[config.mk]
export PLATFORM = sky130hd
export DESIGN_NAME = pc_fetch_unit
export DESIGN_NICKNAME = d
export VERILOG_FILES = /design/src/rtl/pc_fetch_unit.sv
export SDC_FILE = /design/constraint.sdc
export NUM_CORES = 1
export LEC_CHECK = 0
export CAP_MARGIN = 10
export CORE_MARGIN = 10
export CORE_UTILIZATION = 30
export CTS_CLUSTER_DIAMETER = 40
export CTS_CLUSTER_SIZE = 24
export DETAILED_ROUTE_END_ITERATION = 12
export DONT_BUFFER_PORTS = 1
export SYNTH_ARGS = -nofsm -noshare
export SYNTH_HDL_FRONTEND = slang
export SYNTH_SLANG_ARGS = --single-unit
[constraint.sdc]
create_clock -name clk -period 2.7 [get_ports clk]
set_input_delay 0.27 -clock clk [delete_from_list [all_inputs] [get_ports clk]]
set_output_delay 0.27 -clock clk [all_outputs]
set_load 0.02 [all_outputs]
[src/rtl/pc_fetch_unit.sv]
// pc_fetch_unit: owns the PC and runs one outstanding imem fetch at a time, handing {pc, instr} to decode.
// Optional PC_FETCH_MISALIGN_EN: misaligned PCs skip memory and present a NOP with fetch_misalign set.
module pc_fetch_unit #(
  parameter int XLEN = 32,
  parameter logic [XLEN-1:0] RESET_PC = '0
) (
  input  logic            clk,
  input  logic            rst,
  output logic            imem_req_valid,
  input  logic            imem_req_ready,
  output logic [XLEN-1:0] imem_req_addr,
  input  logic            imem_resp_valid,
  input  logic [XLEN-1:0] imem_resp_data,
  output logic            if_valid,
  input  logic            if_ready,
  output logic [XLEN-1:0] if_pc,
  output logic [XLEN-1:0] if_instr,
`ifdef PC_FETCH_MISALIGN_EN
  output logic            fetch_misalign,
`endif
  input  logic            redirect_valid,
  input  logic [XLEN-1:0] redirect_pc
);
  typedef enum logic [1:0] {REQ, WAIT, OUT, DRAIN} state_t;
  state_t state;
  logic [XLEN-1:0] pc;
  logic [XLEN-1:0] pc_inc;
  logic mis;
  logic hs;
`ifdef PC_FETCH_MISALIGN_EN
  assign mis = |pc[1:0];
`else
  assign mis = 1'b0;
`endif
  assign pc_inc = pc + XLEN'(4);
  assign imem_req_addr = pc;
  assign imem_req_valid = state == REQ && !rst && !mis;
  assign hs = imem_req_valid && imem_req_ready;
  always_ff @(posedge clk) begin
    if (rst) begin
      state <= REQ;
      pc <= RESET_PC;
      if_valid <= 1'b0;
      if_pc <= '0;
      if_instr <= '0;
`ifdef PC_FETCH_MISALIGN_EN
      fetch_misalign <= 1'b0;
`endif
    end else begin
      if (redirect_valid) pc <= redirect_pc;
      case (state)
        REQ:
          if (redirect_valid) state <= hs ? DRAIN : REQ;
          else if (mis) begin
            state <= OUT;
            if_valid <= 1'b1;
            if_pc <= pc;
            if_instr <= XLEN'(32'h0000_0013);
`ifdef PC_FETCH_MISALIGN_EN
            fetch_misalign <= 1'b1;
`endif
          end else if (hs) state <= WAIT;
        WAIT:
          if (redirect_valid) state <= imem_resp_valid ? REQ : DRAIN;
          else if (imem_resp_valid) begin
            state <= OUT;
            if_valid <= 1'b1;
            if_pc <= pc;
            if_instr <= imem_resp_data;
          end
        OUT:
          if (redirect_valid || if_ready) begin
            state <= REQ;
            if_valid <= 1'b0;
`ifdef PC_FETCH_MISALIGN_EN
            fetch_misalign <= 1'b0;
`endif
            if (!redirect_valid) pc <= pc_inc;
          end
        DRAIN:
          if (imem_resp_valid) state <= REQ;
        default: state <= REQ;
      endcase
    end
  end
endmodule

# ---- Word level (Yosys, flattened, before mapping)
# Cells that the tools add are included.
dict set report totals {
  reg_bits 99
}
dict set report op_classes {
  n_addsub 1
  eq_ne 9
  muxes 17
  bitwise_logic 1
  n_reduce_logical 9
}
# cell n
set op_table {}
lappend op_table {{2-to-1 mux 32 bit} 4}
lappend op_table {{adder 32 x 3 -> 32 bit, second input constant} 1}
lappend op_table {{2-to-1 mux 2 bit} 8}
lappend op_table {{!= test 2 bit, second input constant} 4}
lappend op_table {{case mux 2 bit (4 select lines)} 1}
lappend op_table {{AND reduction 4 bit} 2}
lappend op_table {{!= test 3 bit, second input constant} 2}
lappend op_table {{equality test 2 bit, second input constant} 2}
lappend op_table {{2-to-1 mux 1 bit} 3}
lappend op_table {{AND reduction 3 bit} 1}
lappend op_table {{equality test 2 x 1 -> 1 bit, second input constant} 1}
lappend op_table {{logical AND 1 bit} 2}
lappend op_table {{logical NOT 2 bit} 1}
lappend op_table {{case mux 1 bit (2 select lines)} 1}
lappend op_table {{nonzero test 2 bit} 1}
lappend op_table {{logical NOT 1 bit} 1}
lappend op_table {{logical OR 1 bit} 1}
lappend op_table {{NOT 1 bit} 1}

# ---- Longest topological paths before layout
dict set report logic_depth {
  depth_word 6
  depth_mapped 7
  depth_no_buf 5
}

# ---- Worst setup path after synthesis
# Ideal clock, no wire load.
dict set report synth_timing {
  path_type {register to register}
  from {register pc[9], in the netlist imem_req_addr[9]}
  to {register pc[27], in the netlist imem_req_addr[27]}
  setup_time_ns 0.127
  arrival_ns 2.103
  t_required_ns 2.573
  path_slack_ns 0.470
  stages_incl_launch_ff 7
  path_buffers 2
  period_less_slack_ns 2.230
  path_cell_list {dfxtp_1 buf_2 nand4_1 or4_1 buf_2 o311a_1 or3_1}
}
dict set report synth_between {
  elab_chain_cells 4
}
# element line_no
set synth_rtl {}
lappend synth_rtl {{start: declaration} 26} ;# logic [XLEN-1:0] pc;
lappend synth_rtl {{start signal: assignment} 50} ;# if (redirect_valid) pc <= redirect_pc;
lappend synth_rtl {{start signal: assignment} 78} ;# if (!redirect_valid) pc <= pc_inc;
lappend synth_rtl {{adder 32 x 3 -> 32 bit} 35} ;# assign pc_inc = pc + XLEN'(4);
lappend synth_rtl {{2-to-1 mux 32 bit} 78}
lappend synth_rtl {{2-to-1 mux 32 bit} 72} ;# if (redirect_valid || if_ready) begin
lappend synth_rtl {{2-to-1 mux 32 bit} 51} ;# case (state)
# No other way between the ends.
# A chain may end at the register's enable or synchronous reset.

# ---- Worst setup path after layout
dict set report layout_timing {
  from {register pc[13], in the netlist imem_req_addr[13]}
  to {register pc[19], in the netlist imem_req_addr[19]}
}
# Same word-level chain as after synthesis.

==> run_results.csv <==
group,metric,value,unit
setup_path,cp_top_family,"simple AND/OR/NAND/NOR gates",
setup_path,crit_path_top_delay_cell,"or4_1",
layout,final_cells,766,
yosys,synth.avg_cell_area,7.71,sq um
yosys,yosys_warnings,0,
setup_path,crit_chain,"nand2_1, or4_1, buf_4, or4_1, a31oi_1",
floorplan,die_area,20500,sq um
place,dp_hpwl,11400,um
power_and_ir_drop,powerDensity,613,nW/um^2
sta,hold_viol_final,0,
yosys,synth_area_leaders,"dfxtp_1 (44%), nand2_1 (13%), a21oi_1 (8.5%), clkbuf_1 (3.1%), nand3_1 (2.2%)",
yosys,synthCells,590,
route,drt_wl_total,16300,um
setup_path,crit_top_cell,"or4_1",
global_routing,gr-usage-all-layers,0.154,
layout,syn_to_final_growth,12.5,%
yosys,synth-edff-count,0,
route,avgRoutedWirePerCell,21.3,um
power_and_ir_drop,p_sw,0.000885,W
setup_path,path_class,"reg2reg",
floorplan,io_pins,168,
power_and_ir_drop,p_comb_frac,0.085,
sta,slew_headroom,0.450,
global_routing,grt_pass1_vias,4265,
floorplan,initial_core_util,0.309,
global_routing,antenna_found_initial,1,
yosys,async_flop_share,0,
setup_path,cp_data_arrival_time,2.54,ns
setup_path,cp-start-kind,"flop",
yosys,yosysTopAreaCellShare,0.436,
place,dp.cells,747,
power_and_ir_drop,seq_power_share,0.509,
power_and_ir_drop,p_sw_frac,0.282,
sta,drv_slew,0,
route,vias_per_cell,5.66,
layout,layout_common_cells,"nand2_1 (163), dfxtp_1 (99), a21oi_1 (77), buf_4 (26), nor2_1 (22)",
setup_path,cp_num_buf_inv,1,
power_and_ir_drop,internal-power,0.00225,W
layout,n_fill_cell,1518,
clock_tree,clockBufferDepth,2,
route,drc,0,
clock_tree,clockRootBuffer,"clkbuf_16",
place,port_buffers,0,
power_and_ir_drop,vdd_drop_max,0.326,mV
yosys,syn-num-nets,661,
setup_path,slowest_delay,0.68,ns
min_path,worstHoldPathType,"in2reg",
sta,setup_viol,0,
floorplan,chipHeight,143,um
clock_tree,clkTransAtPathRegs,0.08,ns
clock_tree,htreeDepth,3,
setup_path,worstPathRequired,2.98,ns
sta,period_minus_slack,2.26,ns
sta,fin_tns_setup,0,ns
power_and_ir_drop,p_leak,1.67,nW
run_status,status,"finished, final reports clean",
job,drv_cap,0,
floorplan,coreArea,14700,sq um
floorplan,die_w,143,um
layout,drive_above_1_share,0.0997,
setup_path,crit_path_end_kind,"flop",
yosys,synth_area,4550,sq um
route,dr.first_iter.drc_count,288,
yosys,yosys.area.top_type,"dfxtp_1",
floorplan,row_count,44,
layout,antenna_cells,0,
sta,worstMarginPinSlew,0.824,ns
clock_tree,insertion_delay,0.35,ns
global_routing,grt_max_degree,69,
sta,max_freq,443,MHz
clock_tree,cts_buffers,9,
route,drtAntennaViolNets,0,
yosys,ys.flop_type,"dfxtp_1",
clock_tree,tritoncts,"yes",
global_routing,gr-total-overflow,0,
sta,period_share,0.836,
route,vias,4336,
global_routing,grt_pass1_wl,24600,um
yosys,yosysUniqueCellTypes,60,
route,dr.pass1.iters,5,
sta,skew,0.0124,ns
yosys,ys_ff_latch,99,
layout,finalNetCount,648,
sta,rsz0062_at_grt,"false",
place,gp_congestion,0.823,
clock_tree,clock-sinks,99,
power_and_ir_drop,pwr-share-clk,0.406,
yosys,yosysSeqAreaShare,0.436,
layout,final_common_cell,"nand2_1",
setup_path,crit_path_max_fanout,8,
==> power groups by stage <==
| stage | clock (W) | sequential, W | combinational, W |
|---|---|---|---|
| CTS | 0.00132 | 0.00160 | 0.000269 |
| finish | 0.00127 | 0.00160 | 0.000267 |
| global route | 0.00137 | 0.00160 | 0.000295 |
| global placement | 0 | 0.00163 | 0.000233 |
| detailed placement | 0 | 0.00163 | 0.000239 |
| floorplan | 0 | 0.00163 | 0.000179 |
==> what timing repair did <==
action / CTS / global route
hold endpoints to repair: 68 / 0
hold buffers: 3 / 0
setup buffers: 0 / 0
gates resized for setup: 0 / 0
==> kinds of logic after synthesis <==
| group | synth area share |
|---|---|
| and+or+nand+nor | 0.282 |
| AOI/OAI and AO/OA | 0.190 |
| DFF | 0.436 |
| buffers and inverters | 0.0567 |
| xor gates and xnor gates | 0.0173 |
| muxes | 0.0154 |
| adders and majority gates | 0.00275 |
==> routing by layer <==
layer / track usage / up-vias / routed length (um)
met5: 0 / - / 0
met4: 0.0586 / 0 / 353
met3: 0.0746 / 31 / 1890
met2: 0.248 / 209 / 7810
met1: 0.171 / 2045 / 6250
li1: - / 2051 / -
==> metrics by stage <==
step / setup slack [ns] / utilization / total power [W] / cell area, sq um / hold slack, ns
floorplan: 0.470 / - / 0.00181 / 4550 / 0.406
global placement: 0.514 / 0.325 / 0.00186 / 4770 / 0.350
detailed placement: 0.454 / 0.325 / 0.00187 / 4770 / 0.352
CTS: 0.444 / 0.348 / 0.00318 / 5110 / 0.00734
global route: 0.304 / 0.348 / 0.00327 / 5110 / 0.00208
finish: 0.443 / 0.348 / 0.00314 / 5110 / 0.0212
==> worst paths after layout <==
check,start,end,depth (start not counted),slack (ns)
worst max-delay path,imem_req_addr[13],imem_req_addr[19],5,0.44
worst min-delay path,rst,imem_req_addr[11],1,0.02
worst max register to register,imem_req_addr[13],imem_req_addr[19],5,0.44
worst min register to register,imem_req_addr[24],if_pc[24],2,0.52
==> layout make-up <==
class / instances / area, sq um / area share
flip-flops and latches: 99 / 1980 / 0.387
clock inverters: 7 / 67.6 / 0.0132
clock buffers: 9 / 225 / 0.0440
inverters: 9 / 33.8 / 0.00660
multi-input cells: 428 / 2310 / 0.452
well taps: 184 / 230 / 0.0450
repair buffers: 30 / 263 / 0.0514
==> Yosys cell counts, drive strengths merged (3+ instances only) <==
master and number:
nand2 163, dfxtp 99, a21oi 77, clkbuf 39
nor2 22, nand3 20, buf 15, nand4 15
nor3 11, inv 9, nor4 9, a211oi 8
mux2i 7, a221oi 6, or3 6, xnor2 6
nand2b 5, o311ai 5, a2111oi 4, a31o 4
a31oi 4, and3 4, o211ai 4, o311a 4
or4 4, a311oi 3, a41oi 3, and4 3
o21ai 3, xor2 3
==> sequential cells by signal (all words and copies together), names as in the netlist <==
register       count
imem_req_addr     32
if_instr          32
if_pc             32
state              2
if_valid           1
Power figures use the tool's default switching activity.
